### src/rtl/axis_l2_addr_swap.sv
// axis_l2_addr_swap: swaps the destination and source MAC addresses of each Ethernet frame on an AXI-Stream path
//   and counts completed frames.
// Ports:
//   axis_tx_clk / axis_resetn    clock, asynchronous active-low reset
//   slvlb_en_l2_addr_swap        swap enable, sampled on the first beat of each frame
//   s_axis_*                     32-bit input stream (tdata, tkeep, tvalid, tlast, tuser, tready)
//   m_axis_*                     32-bit output stream, driven from a single output register
//   frame_cnt                    wrapping count of output tlast handshakes
//   mtrlb_activity_flash         frame_cnt[FLASH_BIT], drives the loopback activity LED
module axis_l2_addr_swap #(
    parameter int CNT_W     = 16,
    parameter int FLASH_BIT = 13
) (
    input  logic             axis_tx_clk,
    input  logic             axis_resetn,
    input  logic             slvlb_en_l2_addr_swap,
    input  logic [31:0]      s_axis_tdata,
    input  logic [3:0]       s_axis_tkeep,
    input  logic             s_axis_tvalid,
    input  logic             s_axis_tlast,
    input  logic             s_axis_tuser,
    output logic             s_axis_tready,
    output logic [31:0]      m_axis_tdata,
    output logic [3:0]       m_axis_tkeep,
    output logic             m_axis_tvalid,
    output logic             m_axis_tlast,
    output logic             m_axis_tuser,
    input  logic             m_axis_tready,
    output logic [CNT_W-1:0] frame_cnt,
    output logic             mtrlb_activity_flash
);
    typedef enum logic [1:0] {S_HDR, S_HOUT, S_BODY} state_t;
    state_t      state, state_nx;
    logic [31:0] hdr_data [3];
    logic [3:0]  hdr_keep [3];
    logic [2:0]  hdr_last, hdr_user;
    logic [1:0]  cnt, ocnt;
    logic        swap_q, s_fire, out_free, hout_load, body_load, last_hdr, do_swap;
    logic [31:0] swap_word, hout_data;

    assign s_fire    = s_axis_tvalid & s_axis_tready;
    assign out_free  = ~m_axis_tvalid | m_axis_tready;
    assign hout_load = (state == S_HOUT) && out_free;
    assign body_load = (state == S_BODY) && s_fire;
    // In S_HOUT cnt holds the number of buffered header beats (1..3)
    assign last_hdr  = ocnt == cnt - 2'd1;
    assign do_swap   = swap_q && cnt == 2'd3 && !hdr_last[0] && !hdr_last[1] &&
                       hdr_keep[0] == 4'hF && hdr_keep[1] == 4'hF && hdr_keep[2] == 4'hF;
    // Ready is forced low while reset is held so the shared upstream FIFO cannot hand over a beat
    assign s_axis_tready = axis_resetn && (state == S_HDR || (state == S_BODY && out_free));
    assign mtrlb_activity_flash = frame_cnt[FLASH_BIT];

    // Bytes 0-5 (destination) and 6-11 (source) exchange places across the 12-byte header
    always_comb begin
        swap_word = ocnt == 2'd0 ? {hdr_data[2][15:0], hdr_data[1][31:16]} :
                    ocnt == 2'd1 ? {hdr_data[0][15:0], hdr_data[2][31:16]} :
                                   {hdr_data[1][15:0], hdr_data[0][31:16]};
        hout_data = do_swap ? swap_word : hdr_data[ocnt];
    end

    always_comb begin
        state_nx = state;
        case (state)
            S_HDR:   if (s_fire && (cnt == 2'd2 || s_axis_tlast)) state_nx = S_HOUT;
            S_HOUT:  if (out_free && last_hdr) state_nx = hdr_last[ocnt] ? S_HDR : S_BODY;
            S_BODY:  if (s_fire && s_axis_tlast) state_nx = S_HDR;
            default: state_nx = S_HDR;
        endcase
    end

    always_ff @(posedge axis_tx_clk or negedge axis_resetn) begin
        if (!axis_resetn) state <= S_HDR;
        else state <= state_nx;
    end

    always_ff @(posedge axis_tx_clk or negedge axis_resetn) begin
        if (!axis_resetn) begin
            for (int i = 0; i < 3; i++) begin
                hdr_data[i] <= '0;
                hdr_keep[i] <= '0;
            end
            hdr_last      <= '0;
            hdr_user      <= '0;
            cnt           <= '0;
            ocnt          <= '0;
            swap_q        <= 1'b0;
            m_axis_tdata  <= '0;
            m_axis_tkeep  <= '0;
            m_axis_tvalid <= 1'b0;
            m_axis_tlast  <= 1'b0;
            m_axis_tuser  <= 1'b0;
            frame_cnt     <= '0;
        end else begin
            if (state == S_HDR && s_fire) begin
                hdr_data[cnt] <= s_axis_tdata;
                hdr_keep[cnt] <= s_axis_tkeep;
                hdr_last[cnt] <= s_axis_tlast;
                hdr_user[cnt] <= s_axis_tuser;
                if (cnt == 2'd0) swap_q <= slvlb_en_l2_addr_swap;
                cnt  <= cnt + 2'd1;
                ocnt <= 2'd0;
            end
            if (hout_load) begin
                ocnt <= ocnt + 2'd1;
                if (last_hdr) cnt <= 2'd0;
            end
            // The output register drains a pending beat in S_HDR and is reloaded in S_HOUT/S_BODY
            if (hout_load || body_load) begin
                m_axis_tvalid <= 1'b1;
                m_axis_tdata  <= hout_load ? hout_data : s_axis_tdata;
                m_axis_tkeep  <= hout_load ? hdr_keep[ocnt] : s_axis_tkeep;
                m_axis_tlast  <= hout_load ? hdr_last[ocnt] : s_axis_tlast;
                m_axis_tuser  <= hout_load ? hdr_user[ocnt] : s_axis_tuser;
            end else if (m_axis_tready) begin
                m_axis_tvalid <= 1'b0;
            end
            if (m_axis_tvalid && m_axis_tready && m_axis_tlast) frame_cnt <= frame_cnt + CNT_W'(1);
        end
    end
endmodule
### config.mk
export PLATFORM = sky130hd
export DESIGN_NAME = axis_l2_addr_swap
export DESIGN_NICKNAME = d
export VERILOG_FILES = /design/src/rtl/axis_l2_addr_swap.sv
export SDC_FILE = /design/constraint.sdc
export NUM_CORES = 1
export LEC_CHECK = 0
export CAP_MARGIN = 5
export CORE_MARGIN = 2
export CORE_UTILIZATION = 50
export CTS_CLUSTER_DIAMETER = 60
export DETAILED_ROUTE_END_ITERATION = 6
export GPL_TIMING_DRIVEN = 1
export PLACE_DENSITY = 0.79
export SYNTH_ARGS = -nofsm -noshare
export SYNTH_HDL_FRONTEND = slang
export SYNTH_SLANG_ARGS = --single-unit
### constraint.sdc
create_clock -name axis_tx_clk -period 2.27 [get_ports axis_tx_clk]
set_input_delay 0.681 -clock axis_tx_clk [delete_from_list [all_inputs] [get_ports axis_tx_clk]]
set_output_delay 0.681 -clock axis_tx_clk [all_outputs]
set_load 0.1 [all_outputs]
==> flow_summary.json, run 1 <==
{
  "grt_pass1_wl_mm": 36.8,
  "synth_seq_cells": 176,
  "max-slew-margin-rel": 0.377,
  "pwr_density_cell_nw_per_um2": 1600,
  "cp-end-kind": "output port",
  "initial_utilization": 0.512,
  "final_nets": 844,
  "synth_fp_nets": 743,
  "final_common_cell": "dfrtp_1",
  "critical_path_destination": "s_axis_tready",
  "combinational_group_share_of_total_power": 0.505,
  "detail_route.vias_per_cell": 6.21,
  "post-route-drc-count": 0,
  "die_area_um2": 18800,
  "critical-path-top-delay-family": "flip-flops",
  "iteration_0_drc_count_of_the_detailed_router": 396,
  "final_antenna_net_count": 0,
  "report.final.hold_viol_count": 0,
  "post-route-min-period_ns": 2.12,
  "status": "complete, no violations",
  "max-vdd-ir-drop_v": 0.00103,
  "globalRouteTotalUtil": 0.257,
  "tritoncts_clock_tree": "yes",
  "dp_worst_setup_slack_ns": -0.292,
  "synth_edf_count": 0,
  "worst-setup-path-type": "register to output port",
  "swShare": 0.440,
  "layout.area.seq_um2": 4410,
  "vias": 6419,
  "post-route-cell-area_um2": 10800,
  "ff2ff_setup_slack_ns": 0.16,
  "critical_path_buf_inv_count": 1,
  "worst_pin_slew_ns": 0.934,
  "main_synth_ff_type": "dfrtp_1",
  "min_period_over_period": 0.935,
  "timing.clock.skew_ns": 0.00806,
  "post_synth_num_cell_types": 37,
  "p_leak_uw": 0.00478,
  "placedInstanceArea_um2": 10300,
  "detailed_route_wire_length_per_cell_um": 22.3,
  "antenna_found_initial": 0,
  "ys_seq_area_frac": 0.497,
  "tritoncts.num_buffers": 17,
  "ios": 100,
  "syn2layout_area_growth_pct": 22.4,
  "buffer_ports.inserted": 99,
  "timing.critical_path.cells": "nand2b_1 -> a21oi_4 -> buf_12",
  "ys_warn_count": 0,
  "reg_power_frac": 0.327,
  "wirelength_routed_mm": 23.0,
  "critPathRequiredTime_ns": 1.59,
  "setup.worst_path.start": "state[0]$_DFFE_PN0P_",
  "clock_latency_ns": 0.43,
  "hold_ws_ns": 0.460,
  "synth-async-reset-ratio": 1.00,
  "slowest_delay_ns": 0.43,
  "postCtsHoldBufs": 0,
  "final_layout_size_suffix_gt1_frac": 0.394,
  "arrival_ns": 1.44,
  "die-height_um": 137,
  "cell_count_after_synthesis": 693,
  "cts_num_sinks": 176,
  "timing.max_cap.violations": 0,
  "finalSetupViolCount": 0,
  "fp.dieW_um": 137,
  "maxClockFrequency_mhz": 471,
  "final.fill_count": 1295,
  "grt_max_degree": 177,
  "final_slew_violations": 0,
  "syn_area_um2": 8860,
  "ctsHtreeMaxLevel": 4,
  "crit_path_top_delay_cell": "dfrtp_1",
  "multi_input_comb_area_um2": 4210,
  "layout_common_cells": "dfrtp_1 (174), mux2_2 (153), buf_4 (77), mux2i_1 (67), nand3_1 (41)",
  "critical_path.reg2reg.endpoint": "m_axis_tdata[1]$_DFFE_PN0P_",
  "critical_path_peak_fanout": 6,
  "coreArea_um2": 17300,
  "cts_buffer_depth": 2,
  "worstHoldPathType": "primary input to async pin",
  "postSynthAreaPerCell_um2": 12.8,
  "grt_remaining_overflow": 0,
  "rr_worst_depth": 6,
  "worst_setup_hold_path_clk_slew_ns": 0.07,
  "power.share.clock": 0.168,
  "first_global_vias": 6967,
  "worst-path-stages": 3,
  "dp.final_hpwl_mm": 14.7,
  "totalNegativeSetupSlack_ns": 0,
  "rsz0062_at_grt": "no",
  "power.net_switching_uw": 7620,
  "first_pass_detailed_route_iteration_total": 5,
  "start_kind": "register",
  "place.gp.congestion": 0.827,
  "power_report.internal_total_uw": 9690,
  "timing.rr.start": "cnt[1]$_DFF_PN0_",
  "cts_root_buf": "clkbuf_16",
  "final_critical_path_setup_slack_ns": 0.148,
  "placement_rows": 48
}
==> cell usage after synthesis (all sizes together) (3+ instances only) <==
cell	instances	area [um^2]
a22oi	32	240
nor2	16	60.1
nand3	41	205
xor2	7	61.3
mux2i	67	671
o31ai	7	52.6
buf	25	138
o211ai	33	398
nand2	16	60.1
ha	7	87.6
clkbuf	29	110
o2bb2ai	33	289
mux2	153	1720
nand4b	3	26.3
inv	6	22.5
dfrtp	176	4400
xnor2	11	96.3
nand4	7	43.8
nand2b	3	18.8
a221oi	5	43.8
==> worst reg2reg max path, cell delays in order, from the launching register on <==
cell and delay (ns):
dfrtp_1 0.40, ha_1 0.18, nand4b_1 0.10, or4_1 0.60, or2_2 0.37, buf_12 0.19
o211ai_2 0.19
==> flip-flops by register name (all words and copies together), names as in the netlist, 2 cells and up <==
signal / count
frame_cnt: 16
m_axis_tkeep: 4
hdr_data: 96
m_axis_tdata: 32
ocnt: 2
hdr_user: 3
hdr_keep: 12
cnt: 2
hdr_last: 3
state: 2
==> area by class of cell <==
class,instances,share of cell area
Antenna cell,1,0.000231
Clock buffer,21,0.0415
Clock inverter,11,0.0122
Inverter,6,0.00208
Multi-Input combinational cell,457,0.388
Sequential cell,176,0.406
Tap cell,225,0.0260
Timing Repair Buffer,136,0.123
==> worst min-delay path by stage <==
stage / start / endpoint
6_report: axis_resetn / m_axis_tkeep[1]$_DFFE_PN0P_
5_1_grt: frame_cnt[15]$_DFFE_PN0P_ / frame_cnt[15]$_DFFE_PN0P_
4_1_cts: m_axis_tkeep[1]$_DFFE_PN0P_ / m_axis_tkeep[1]$_DFFE_PN0P_
3_5_place_dp: m_axis_tkeep[1]$_DFFE_PN0P_ / m_axis_tkeep[1]$_DFFE_PN0P_
3_3_place_gp: frame_cnt[15]$_DFFE_PN0P_ / frame_cnt[15]$_DFFE_PN0P_
2_1_floorplan: axis_resetn / cnt[0]$_DFF_PN0_
==> power by group through the flow <==
| stage | logic [uW] | clock network (uW) | registers (uW) |
|---|---|---|---|
| after floorplan | 4430 | 0 | 7510 |
| after global placement | 8460 | 0 | 5520 |
| after detailed placement | 8710 | 0 | 5670 |
| after CTS | 8770 | 2940 | 5640 |
| after global routing | 9240 | 3080 | 5830 |
| final | 8740 | 2910 | 5660 |
==> stage by stage <==
step | utilization | instances | power (uW)
3_3_place_gp | 0.593 | 1000 | 14000
2_1_floorplan | - | 693 | 11900
4_1_cts | 0.627 | 1032 | 17400
6_report | 0.627 | 1033 | 17300
3_5_place_dp | 0.593 | 1000 | 14400
5_1_grt | 0.627 | 1032 | 18200
==> repair_timing <==
action / CTS / global route
hold endpoints to repair: 0 / 0
setup endpoints to repair: 1 / 0
setup buffers: 0 / 0
resized for setup: 2 / 0
==> cell families after synthesis <==
family | share of synthesized area
flip-flops | 0.497
AND/OR/NAND/NOR | 0.0547
AO/OA/AOI/OAI | 0.120
buffers and inverters | 0.0305
multiplexers | 0.270
adder cells (fa/ha/maj) | 0.00989
XOR/XNOR | 0.0178
==> layer usage <==
layer	part of all wire	track usage	up-vias
li1	-	-	2816
met1	0.41	0.313	3323
met2	0.51	0.440	230
met3	0.055	0.0526	50
met4	0.029	0.112	0
met5	0	0	-
(Power assumes the default switching activity.)
==> run 2: changes to the inputs <==
--- a/config.mk
+++ b/config.mk
@@ -5,7 +5,7 @@
 export SDC_FILE = /design/constraint.sdc
 export NUM_CORES = 1
 export LEC_CHECK = 0
-export CAP_MARGIN = 5
+export CAP_MARGIN = 10
 export CORE_MARGIN = 2
 export CORE_UTILIZATION = 50
 export CTS_CLUSTER_DIAMETER = 60
==> results of run 2 <==
The final DEF is identical to that of run 1; final timing and power are the same.
